==> src/rtl/rmt_pkg.sv <==
// RMT frame constants shared by the egress framer and the ingress classifier.
// Header layout, IPv4/UDP fixed fields, framer state encoding.
`timescale 1ns/1ps
package rmt_pkg;

  localparam int RMT_HDR_BYTES = 46;
  localparam int ETH_TYPE_OFF  = 12;
  localparam int DELIM_OFF     = 42;
  localparam int FUNC_OFF      = 44;

  localparam logic [15:0] RMT_DELIM      = 16'hF0E1;
  localparam logic [15:0] ETHERTYPE_IPV4 = 16'h0800;
  localparam logic [7:0]  IP_VER_IHL     = 8'h45;
  localparam logic [7:0]  IP_TOS         = 8'h00;
  localparam logic [15:0] IP_ID          = 16'h0000;
  localparam logic [15:0] IP_FLAGS_DF    = 16'h4000;
  localparam logic [7:0]  IP_TTL         = 8'd64;
  localparam logic [7:0]  IP_PROTO_UDP   = 8'd17;
  localparam logic [15:0] IP_FIXED_LEN   = 16'd32;
  localparam logic [15:0] UDP_FIXED_LEN  = 16'd12;
  localparam logic [15:0] UDP_CSUM       = 16'h0000;

  typedef enum logic [2:0] {
    ST_IDLE,
    ST_CALC,
    ST_HEAD,
    ST_BODY,
    ST_FLUSH
  } rmt_state_t;

  // Wire order is built MSB-first, then byte-reversed so byte i sits at [i*8+:8].
  function automatic logic [RMT_HDR_BYTES*8-1:0] rmt_hdr(
    input logic [47:0] dmac,
    input logic [47:0] smac,
    input logic [31:0] sip,
    input logic [31:0] dip,
    input logic [15:0] port,
    input logic [15:0] func,
    input logic [15:0] len,
    input logic [15:0] csum
  );
    logic [RMT_HDR_BYTES*8-1:0] w;
    logic [RMT_HDR_BYTES*8-1:0] h;
    w = {dmac, smac, ETHERTYPE_IPV4,
         IP_VER_IHL, IP_TOS, len + IP_FIXED_LEN,
         IP_ID, IP_FLAGS_DF, IP_TTL, IP_PROTO_UDP,
         csum, sip, dip,
         port, port, len + UDP_FIXED_LEN, UDP_CSUM,
         RMT_DELIM[7:0], RMT_DELIM[15:8],
         func[7:0], func[15:8]};
    for (int i = 0; i < RMT_HDR_BYTES; i++)
      h[i*8+:8] = w[(RMT_HDR_BYTES-1-i)*8+:8];
    return h;
  endfunction

endpackage

==> src/rtl/rmt_ipv4_csum.sv <==
// IPv4 header checksum: ones'-complement sum of ten 16-bit words.
// Purely combinational; the framer registers the result.
`timescale 1ns/1ps
module rmt_ipv4_csum (
  input  logic [159:0] words,
  output logic [15:0]  csum
);

  logic [19:0] sum;
  logic [16:0] fold1;
  logic [15:0] fold2;

  always_comb begin
    sum = '0;
    for (int i = 0; i < 10; i++)
      sum = sum + 20'(words[i*16+:16]);
    fold1 = 17'(sum[15:0]) + 17'(sum[19:16]);
    fold2 = fold1[15:0] + 16'(fold1[16]);
    csum  = ~fold2;
  end

endmodule

==> src/rtl/rmt_tx_framer.sv <==
// RMT egress framer: prepends Eth/IPv4/UDP/RMT header to an AXIS payload.
// Payload is realigned behind the header through a residue register.
`timescale 1ns/1ps
module rmt_tx_framer #(
  parameter int DATA_WIDTH = 512,
  parameter int KEEP_WIDTH = DATA_WIDTH/8,
  parameter int USER_WIDTH = 1,
  parameter int HDR_BYTES  = 46
) (
  input  logic                  clk,
  input  logic                  rst,
  input  logic [47:0]           cfg_dst_mac,
  input  logic [47:0]           cfg_src_mac,
  input  logic [31:0]           cfg_src_ip,
  input  logic [31:0]           cfg_dst_ip,
  input  logic [15:0]           cfg_udp_port,
  input  logic                  s_hdr_valid,
  output logic                  s_hdr_ready,
  input  logic [15:0]           s_hdr_func,
  input  logic [15:0]           s_hdr_len,
  input  logic [DATA_WIDTH-1:0] s_axis_tdata,
  input  logic [KEEP_WIDTH-1:0] s_axis_tkeep,
  input  logic                  s_axis_tvalid,
  output logic                  s_axis_tready,
  input  logic                  s_axis_tlast,
  input  logic [USER_WIDTH-1:0] s_axis_tuser,
  output logic [DATA_WIDTH-1:0] m_axis_tdata,
  output logic [KEEP_WIDTH-1:0] m_axis_tkeep,
  output logic                  m_axis_tvalid,
  input  logic                  m_axis_tready,
  output logic                  m_axis_tlast,
  output logic [USER_WIDTH-1:0] m_axis_tuser,
  output logic                  len_err
);
  import rmt_pkg::*;

  localparam int K  = KEEP_WIDTH;
  localparam int R  = HDR_BYTES;
  localparam int P  = K - R;
  localparam int CW = $clog2(K + 1);

  rmt_state_t            state;
  logic [15:0]           d_func;
  logic [15:0]           d_len;
  logic [15:0]           ip_csum;
  logic [R*8-1:0]        residue;
  logic [CW-1:0]         flush_n;
  logic [15:0]           byte_cnt;
  logic [USER_WIDTH-1:0] user_acc;
  logic                  err_hold;

  logic [CW-1:0]         n_in;
  logic [15:0]           cnt_next;
  logic                  out_free;
  logic                  acc;
  logic                  last_fits;
  logic [K-1:0]          last_keep;
  logic [K-1:0]          flush_keep;
  logic [R*8-1:0]        hdr;
  logic [159:0]          csum_words;
  logic [15:0]           csum_calc;

  assign out_free      = !m_axis_tvalid || m_axis_tready;
  assign s_axis_tready = ((state == ST_HEAD) || (state == ST_BODY)) && out_free;
  assign acc           = s_axis_tvalid && s_axis_tready;

  always_comb begin
    n_in = '0;
    for (int i = 0; i < K; i++)
      n_in = n_in + CW'(s_axis_tkeep[i]);
  end

  assign cnt_next  = byte_cnt + 16'(n_in);
  assign last_fits = n_in <= CW'(P);

  always_comb begin
    last_keep  = '0;
    flush_keep = '0;
    for (int i = 0; i < K; i++) begin
      last_keep[i]  = i < (R + int'(n_in));
      flush_keep[i] = i < int'(flush_n);
    end
  end

  assign csum_words = {{IP_VER_IHL, IP_TOS}, d_len + IP_FIXED_LEN,
                       IP_ID, IP_FLAGS_DF, {IP_TTL, IP_PROTO_UDP},
                       16'h0000, cfg_src_ip, cfg_dst_ip};

  rmt_ipv4_csum u_csum (
    .words (csum_words),
    .csum  (csum_calc)
  );

  assign hdr = rmt_hdr(cfg_dst_mac, cfg_src_mac, cfg_src_ip, cfg_dst_ip,
                       cfg_udp_port, d_func, d_len, ip_csum);

  always_ff @(posedge clk or posedge rst) begin
    if (rst) begin
      state         <= ST_IDLE;
      s_hdr_ready   <= 1'b0;
      d_func        <= '0;
      d_len         <= '0;
      ip_csum       <= '0;
      residue       <= '0;
      flush_n       <= '0;
      byte_cnt      <= '0;
      user_acc      <= '0;
      err_hold      <= 1'b0;
      m_axis_tdata  <= '0;
      m_axis_tkeep  <= '0;
      m_axis_tvalid <= 1'b0;
      m_axis_tlast  <= 1'b0;
      m_axis_tuser  <= '0;
      len_err       <= 1'b0;
    end else begin
      len_err <= 1'b0;
      if (m_axis_tready)
        m_axis_tvalid <= 1'b0;
      unique case (state)
        ST_IDLE: begin
          if (s_hdr_valid && s_hdr_ready) begin
            d_func      <= s_hdr_func;
            d_len       <= s_hdr_len;
            s_hdr_ready <= 1'b0;
            state       <= ST_CALC;
          end else begin
            s_hdr_ready <= 1'b1;
          end
        end
        ST_CALC: begin
          ip_csum  <= csum_calc;
          byte_cnt <= '0;
          user_acc <= '0;
          err_hold <= 1'b0;
          state    <= ST_HEAD;
        end
        ST_HEAD, ST_BODY: begin
          if (acc) begin
            m_axis_tvalid <= 1'b1;
            m_axis_tdata  <= (state == ST_HEAD)
                           ? {s_axis_tdata[P*8-1:0], hdr}
                           : {s_axis_tdata[P*8-1:0], residue};
            m_axis_tkeep  <= '1;
            m_axis_tlast  <= 1'b0;
            m_axis_tuser  <= '0;
            residue       <= s_axis_tdata[K*8-1 -: R*8];
            byte_cnt      <= cnt_next;
            user_acc      <= user_acc | s_axis_tuser;
            state         <= ST_BODY;
            if (s_axis_tlast) begin
              if (last_fits) begin
                m_axis_tkeep <= last_keep;
                m_axis_tlast <= 1'b1;
                m_axis_tuser <= user_acc | s_axis_tuser;
                len_err      <= cnt_next != d_len;
                s_hdr_ready  <= 1'b1;
                state        <= ST_IDLE;
              end else begin
                // Tail spills past this beat: drain it from the residue.
                flush_n  <= n_in - CW'(P);
                err_hold <= cnt_next != d_len;
                state    <= ST_FLUSH;
              end
            end
          end
        end
        ST_FLUSH: begin
          if (out_free) begin
            m_axis_tvalid <= 1'b1;
            m_axis_tdata  <= {{(P*8){1'b0}}, residue};
            m_axis_tkeep  <= flush_keep;
            m_axis_tlast  <= 1'b1;
            m_axis_tuser  <= user_acc;
            len_err       <= err_hold;
            s_hdr_ready   <= 1'b1;
            state         <= ST_IDLE;
          end
        end
        default: state <= ST_IDLE;
      endcase
    end
  end

endmodule

==> config.mk <==
export PLATFORM = sky130hd
export DESIGN_NAME = rmt_tx_framer
export DESIGN_NICKNAME = d
export VERILOG_FILES = /design/src/rtl/rmt_pkg.sv /design/src/rtl/rmt_ipv4_csum.sv /design/src/rtl/rmt_tx_framer.sv
export SDC_FILE = /design/constraint.sdc
export NUM_CORES = 2
export LEC_CHECK = 0
export CAP_MARGIN = 20
export CORE_AREA = 3 3 536 538
export DETAILED_ROUTE_END_ITERATION = 7
export DIE_AREA = 0 0 539 541
export PLACE_DENSITY_LB_ADDON = 0.2
export SLEW_MARGIN = 5
export SYNTH_ARGS = -nofsm -noshare
export SYNTH_HDL_FRONTEND = slang
export SYNTH_SLANG_ARGS = --single-unit
==> constraint.sdc <==
create_clock -name clk -period 38.6 [get_ports clk]
set_input_delay 5.79 -clock clk [delete_from_list [all_inputs] [get_ports clk]]
set_output_delay 5.79 -clock clk [all_outputs]
set_load 0.01 [all_outputs]
**After elaboration in Yosys (flattened, before gate mapping)**

Index checks and enable logic that the tools add are counted.

- Input bits: 791
- Flip-flop bits (word level): 1025
- Output and inout bits: 582

- Bitwise logic cells: 3
- Add/sub/neg operators: 77
- Equal/unequal tests: 11
- Muxes and demuxes: 47
- Order comparisons: 129
- Reductions and logical operators: 19

Operators by type and width:

| operator | number |
|---|---|
| 2-to-1 mux 512 bit | 2 |
| one-hot mux 512 bit (2 select lines) | 1 |
| < comparator 7 x 32 -> 1 bit (first input constant) | 31 |
| < comparator 6 x 32 -> 1 bit (first input constant) | 16 |
| adder 7 x 1 -> 7 bit | 57 |
| 2-to-1 mux 368 bit | 1 |
| < comparator 5 x 32 -> 1 bit (first input constant) | 8 |
| 2-to-1 mux 64 bit | 4 |
| < comparator 6 x 7 -> 1 bit (first input constant) | 32 |
| < comparator 4 x 32 -> 1 bit (first input constant) | 4 |
| one-hot mux 64 bit (2 select lines) | 1 |
| < comparator 5 x 7 -> 1 bit (first input constant) | 16 |
| < comparator 3 x 32 -> 1 bit (first input constant) | 2 |
| adder 20 x 15 -> 20 bit (second input constant) | 3 |
| adder 20 x 16 -> 20 bit | 3 |
| < comparator 4 x 7 -> 1 bit (first input constant) | 8 |
| < comparator 1 x 32 -> 1 bit (first input constant) | 1 |
| < comparator 2 x 32 -> 1 bit (first input constant) | 1 |
| one-hot mux 16 bit (2 select lines) | 1 |
| < comparator 3 x 7 -> 1 bit (first input constant) | 4 |
| 2-to-1 mux 1 bit | 23 |
| adder 16 x 16 -> 17 bit | 1 |
| adder 16 x 4 -> 17 bit | 1 |
| adder 16 x 1 -> 16 bit | 1 |
| 39 further kinds | 64 |

**Logic depth before layout (Yosys ltp)**

- Depth in word-level cells: 69
- Depth in mapped cells: 45

**Hierarchy**

A second synthesis with hierarchy kept.

- Cell total of the unflattened synthesis: 5246
- Area, all modules: 48547.8 um^2

By module, submodules not included:

| module | area each (um^2) | cells each | sequential area each (um^2) | instances |
|---|---|---|---|---|
| rmt_tx_framer | 43827.0 | 4762 | 25649.6 | 1 |
| rmt_ipv4_csum | 4720.8 | 484 | 0.0 | 1 |

**Worst setup path before layout**

Ideal clock, no wire load.

- Path type: input to register
- Start: input s_axis_tkeep[0]
- End: register err_hold
- Stages on the path: 29
- Arrival: 13.522 ns
- Setup time: 0.135 ns
- Setup slack: 24.943 ns
- Cell sequence: fa_1 -> inv_1 -> fa_1 -> fa_1 -> fa_1 -> fa_1 -> fa_1 -> fa_1 -> fa_1 -> inv_1 -> ha_1 -> a21o_1 -> a21oi_1 -> o21bai_1 -> a21oi_1 -> xnor2_1 -> inv_1 -> ha_1 -> clkbuf_1 -> nor2_1 -> nor2b_1 -> a21boi_0 -> o21a_1 -> mux2_2 -> mux2i_1 -> a21o_1 -> o211ai_1 -> nor4bb_1 -> o21ai_0

- Cells in the longest elaborated chain, start to end: 69

RTL lines:

| item | RTL line | source |
|---|---|---|
| start: declaration | rmt_tx_framer.sv:22 | `input logic [KEEP_WIDTH-1:0] s_axis_tkeep,` |
| adder 1 x 1 -> 2 bit (*) | rmt_tx_framer.sv:70 | `n_in = n_in + CW'(s_axis_tkeep[i]);` |
| adder 2 x 1 -> 3 bit (*) | rmt_tx_framer.sv:70 |  |
| adder 3 x 1 -> 4 bit (*) | rmt_tx_framer.sv:70 |  |
| adder 4 x 1 -> 5 bit (*) | rmt_tx_framer.sv:70 |  |
| adder 5 x 1 -> 6 bit (*) | rmt_tx_framer.sv:70 |  |
| adder 6 x 1 -> 7 bit (*) | rmt_tx_framer.sv:70 |  |
| adder 7 x 1 -> 7 bit (*) (57 in series) | rmt_tx_framer.sv:70 |  |
| adder 16 x 7 -> 16 bit | rmt_tx_framer.sv:73 | `assign cnt_next = byte_cnt + 16'(n_in);` |
| != test 16 bit | rmt_tx_framer.sv:161 | `err_hold <= cnt_next != d_len;` |
| 2-to-1 mux 1 bit | rmt_tx_framer.sv:151 | `if (last_fits) begin` |
| 2-to-1 mux 1 bit | rmt_tx_framer.sv:150 | `if (s_axis_tlast) begin` |
| 2-to-1 mux 1 bit | rmt_tx_framer.sv:138 | `if (acc) begin` |
| one-hot mux 1 bit (2 select lines) | rmt_tx_framer.sv:119 | `unique case (state)` |
| end signal: assignment | rmt_tx_framer.sv:161 |  |
| end: declaration | rmt_tx_framer.sv:50 | `logic err_hold;` |

Every way passes the cells marked *; elsewhere a longest branch is shown, timed or not. The select of a mux whose other input is x is not followed.
A chain may end at the register's enable or synchronous reset.

**Final worst setup path**

- Start: input cfg_dst_ip[0]
- End: register ip_csum[11]

- Cells in the longest elaborated chain, start to end: 10

RTL lines:

| item | RTL line | source |
|---|---|---|
| start: declaration | rmt_tx_framer.sv:15 | `input logic [31:0] cfg_dst_ip,` |
| adder 16 x 16 -> 17 bit | rmt_ipv4_csum.sv:16 | `sum = sum + 20'(words[i*16+:16]);` |
| adder 20 x 16 -> 20 bit (2 in series) | rmt_ipv4_csum.sv:16 |  |
| adder 20 x 15 -> 20 bit (2 in series) | rmt_ipv4_csum.sv:16 |  |
| adder 20 x 16 -> 20 bit | rmt_ipv4_csum.sv:16 |  |
| adder 20 x 15 -> 20 bit | rmt_ipv4_csum.sv:16 |  |
| adder 16 x 4 -> 17 bit | rmt_ipv4_csum.sv:17 | `fold1 = 17'(sum[15:0]) + 17'(sum[19:16]);` |
| adder 16 x 1 -> 16 bit | rmt_ipv4_csum.sv:18 | `fold2 = fold1[15:0] + 16'(fold1[16]);` |
| inverter 16 bit | rmt_ipv4_csum.sv:19 | `csum = ~fold2;` |
| end signal: assignment | rmt_tx_framer.sv:131 | `ip_csum <= csum_calc;` |
| end: declaration | rmt_tx_framer.sv:45 | `logic [15:0] ip_csum;` |

Every way passes these cells.

==> reports/qor.csv <==
metric,value,unit
CTS Buf Count,143,
share of synthesized registers carrying an async set or reset,1.00,
Worst path most repeated cell,nor2_1,
grt total ovfl,0,
Setup WS post-layout,24.24,ns
Synth area leaders,"dfrtp_1 (55%), nand2_1 (15%), fa_1 (3.8%), nor2_1 (3.3%), a31oi_1 (2.8%)",
Final Hold Vio Count,0,
Cells after Synth,5154,
worst slew pin tran,1.24,ns
final setup fails,0,
Synth Flop Type,dfrtp_1,
vias,42000,
register area share after synthesis,0.547,
CP Launch Type,primary input,
Max stage delay on crit path,0.52,ns
Yosys cell types,80,
Post-synth EDFFs,0,
Final min period,14.36,ns
HP Start,m_axis_tdata[164],
Worst-path clk slew,0.06,ns
highest clock rate,0.0696,GHz
core area,0.283,mm^2
headroom to the max-slew limit,0.176,
Setup TNS,0,ns
post-cts repair resize count,0,
Worst-Skew Late Latency,0.82,ns
Post-CTS Hold Buffers,0,
Max-Cap Viols,0,
Worst setup EP type,flip-flop,
Worst Hold Class,flip-flop to flip-flop,
Die Area,0.292,mm^2
largest area contributor in the netlist,dfrtp_1,
cell with the most instances after synthesis,nand2_1,
Yosys reg bits,1025,
clock sinks,1025,
initial antenna violation count,127,
Remaining DRCs,0,
port bufs,1372,
Final nets,7375,
slowest CP cell,fa_1,
Synth Cell Area,0.0468,mm^2
worst-path fanout max,10,
area grow syn2layout,48.3,%
CP arrival,15.04,ns
row cnt,195,
filler cell count,30500,
root buffer cell,clkbuf_16,
vias in the first global route,43500,
hold path endpoint,m_axis_tdata[164],
share of post-route cells with drive strength above 1,0.0518,
final worst-path cycle share,0.372,
hold path cells,2,
syn avg cell area,9.09,um^2
Ys Warns,0,
height of the die,541,um
Synth top area share,0.547,
CTS max path bufs,4,
die width,539,um
Setup CP Type,primary input to flip-flop,
Starting Density,0.166,
FF+latch area,0.0256,mm^2
drt first pass iters,7,
r2r setup slk,30.24,ns
area occupied by multi-input gates,0.0194,mm^2
Post-synth top cells,"nand2_1 (1,837), dfrtp_1 (1,025), nor2_1 (411)",
first-pass GRT wire length,359000,um
Layout Skew,0.0486,ns
IO Pins,1373,
RSZ-0062 raised after global routing,no,
H-tree depth,4,
gr usage total,0.172,
max-slew violation count,0,
pre-CTS WS,23.43,ns
Post CTS Setup Buffer Count,0,
DRT iter0 DRCs,2620,
syn_nets,6118,
via/cell ratio,4.09,
Worst EP required,39.28,ns
CTS tree,built,
Worst R2R End,ip_csum[11],
routed len/inst,25.3,um
status,finished clean,
pin count of the biggest net entering global routing,172,
hpwl dp,200000,um
drt total wl,260000,um
reg-to-reg startpoint,d_len[5],
gpl congestion,0.866,
worst reg2reg path depth,33,
Routed Antenna Nets,0,
## logic make-up after synthesis
group / Yosys count / share of synthesized area
AND/OR/NAND/NOR: 2518 / 0.214
flip-flops: 1025 / 0.547
AO/OA/AOI/OAI: 795 / 0.111
buffers and inverters: 510 / 0.0409
adder cells (fa/ha/maj): 173 / 0.0605
XOR/XNOR: 91 / 0.0170
multiplexers: 42 / 0.00977
## worst max path at each step
| stage | slack [ns] | cells after the start | to | from |
|---|---|---|---|---|
| 2_1_floorplan | 3.97 | 1 | byte_cnt[0] | rst |
| 3_3_place_gp | 23.52 | 31 | err_hold | s_axis_tkeep[17] |
| 3_5_place_dp | 23.43 | 29 | err_hold | s_axis_tkeep[0] |
| 4_1_cts | 24.31 | 29 | err_hold | s_axis_tkeep[0] |
| 5_1_grt | 23.44 | 42 | ip_csum[11] | cfg_dst_ip[0] |
| 6_report | 24.24 | 42 | ip_csum[11] | cfg_dst_ip[0] |
## cell usage in the layout, fill, tap and decap left out, types with 10 or more instances in the layout
cell type        synthesis  routed
a21o_1                  13      13
a21oi_1                196     195
a22o_1                 144     144
a31oi_1                213     213
and2_1                  26      26
and3_1                  11      10
buf_4                    1      50
clkbuf_1               300      29
clkbuf_16                0     146
clkbuf_8                 0      31
clkdlybuf4s50_1          0    1372
clkinv_2                 0      12
dfrtp_1               1025    1025
diode_2                  0      36
fa_1                    89      89
ha_1                    84      84
inv_1                  191     190
mux2_2                  30      30
mux2i_1                 12      12
nand2_1               1837    1835
nand2b_1                14      13
nand3_1                131     131
nor2_1                 411     409
nor2b_1                 11      11
nor3_1                  28      27
o21a_1                  13      13
o21ai_0                123     123
o22a_1                  11      11
xnor2_1                 57      56
xor2_1                  34      32
## critical path, delay by kind of cell
family / cells / cell delay, ns
compound gates: 14 / 2.67
xor+xnor: 3 / 0.53
fa+ha+maj: 8 / 2.87
buf+inv: 2 / 0.50
simple gates: 15 / 2.70
## metal layers
layer  vias up  track usage  share of wire
met1     20600        0.193           0.38
li1      19400            -              -
met4        32       0.0544          0.031
met3       422       0.0511          0.074
met2      1553        0.311           0.51
met5         -            0        0.00088
## cell type report
class / instances / share of cell area
well taps: 3743 / 0.0674
clock inverters: 36 / 0.00774
diodes: 36 / 0.00130
flip-flops and latches: 1025 / 0.369
repair buffers: 1430 / 0.205
multi-input cells: 3619 / 0.279
clock buffers: 206 / 0.0603
inverters: 192 / 0.0105
## registers in the layout, summed over array words and instances, names as in the netlist
name / count
d_len: 16
user_acc: 1
m_axis_tlast: 1
residue: 368
m_axis_tdata: 512
ip_csum: 16
d_func: 16
m_axis_tkeep: 64
m_axis_tuser: 1
err_hold: 1
state: 3
flush_n: 7
byte_cnt: 16
s_hdr_ready: 1
m_axis_tvalid: 1
len_err: 1
## stage by stage
stage                     utilization  cells  hold slack, ns  cell area [um^2]
final                           0.246  10300           0.464             69500
after global routing            0.246  10300           0.487             69400
after CTS                       0.246  10300           0.467             69400
after detailed placement        0.229  10000           0.455             64700
after global placement          0.229  10000           0.450             64700
after floorplan                     -   5154           0.440             46800
Power is left out: the tool's default activity adds up to more than one toggle a clock period on the data nets, which glitch-free logic cannot reach.
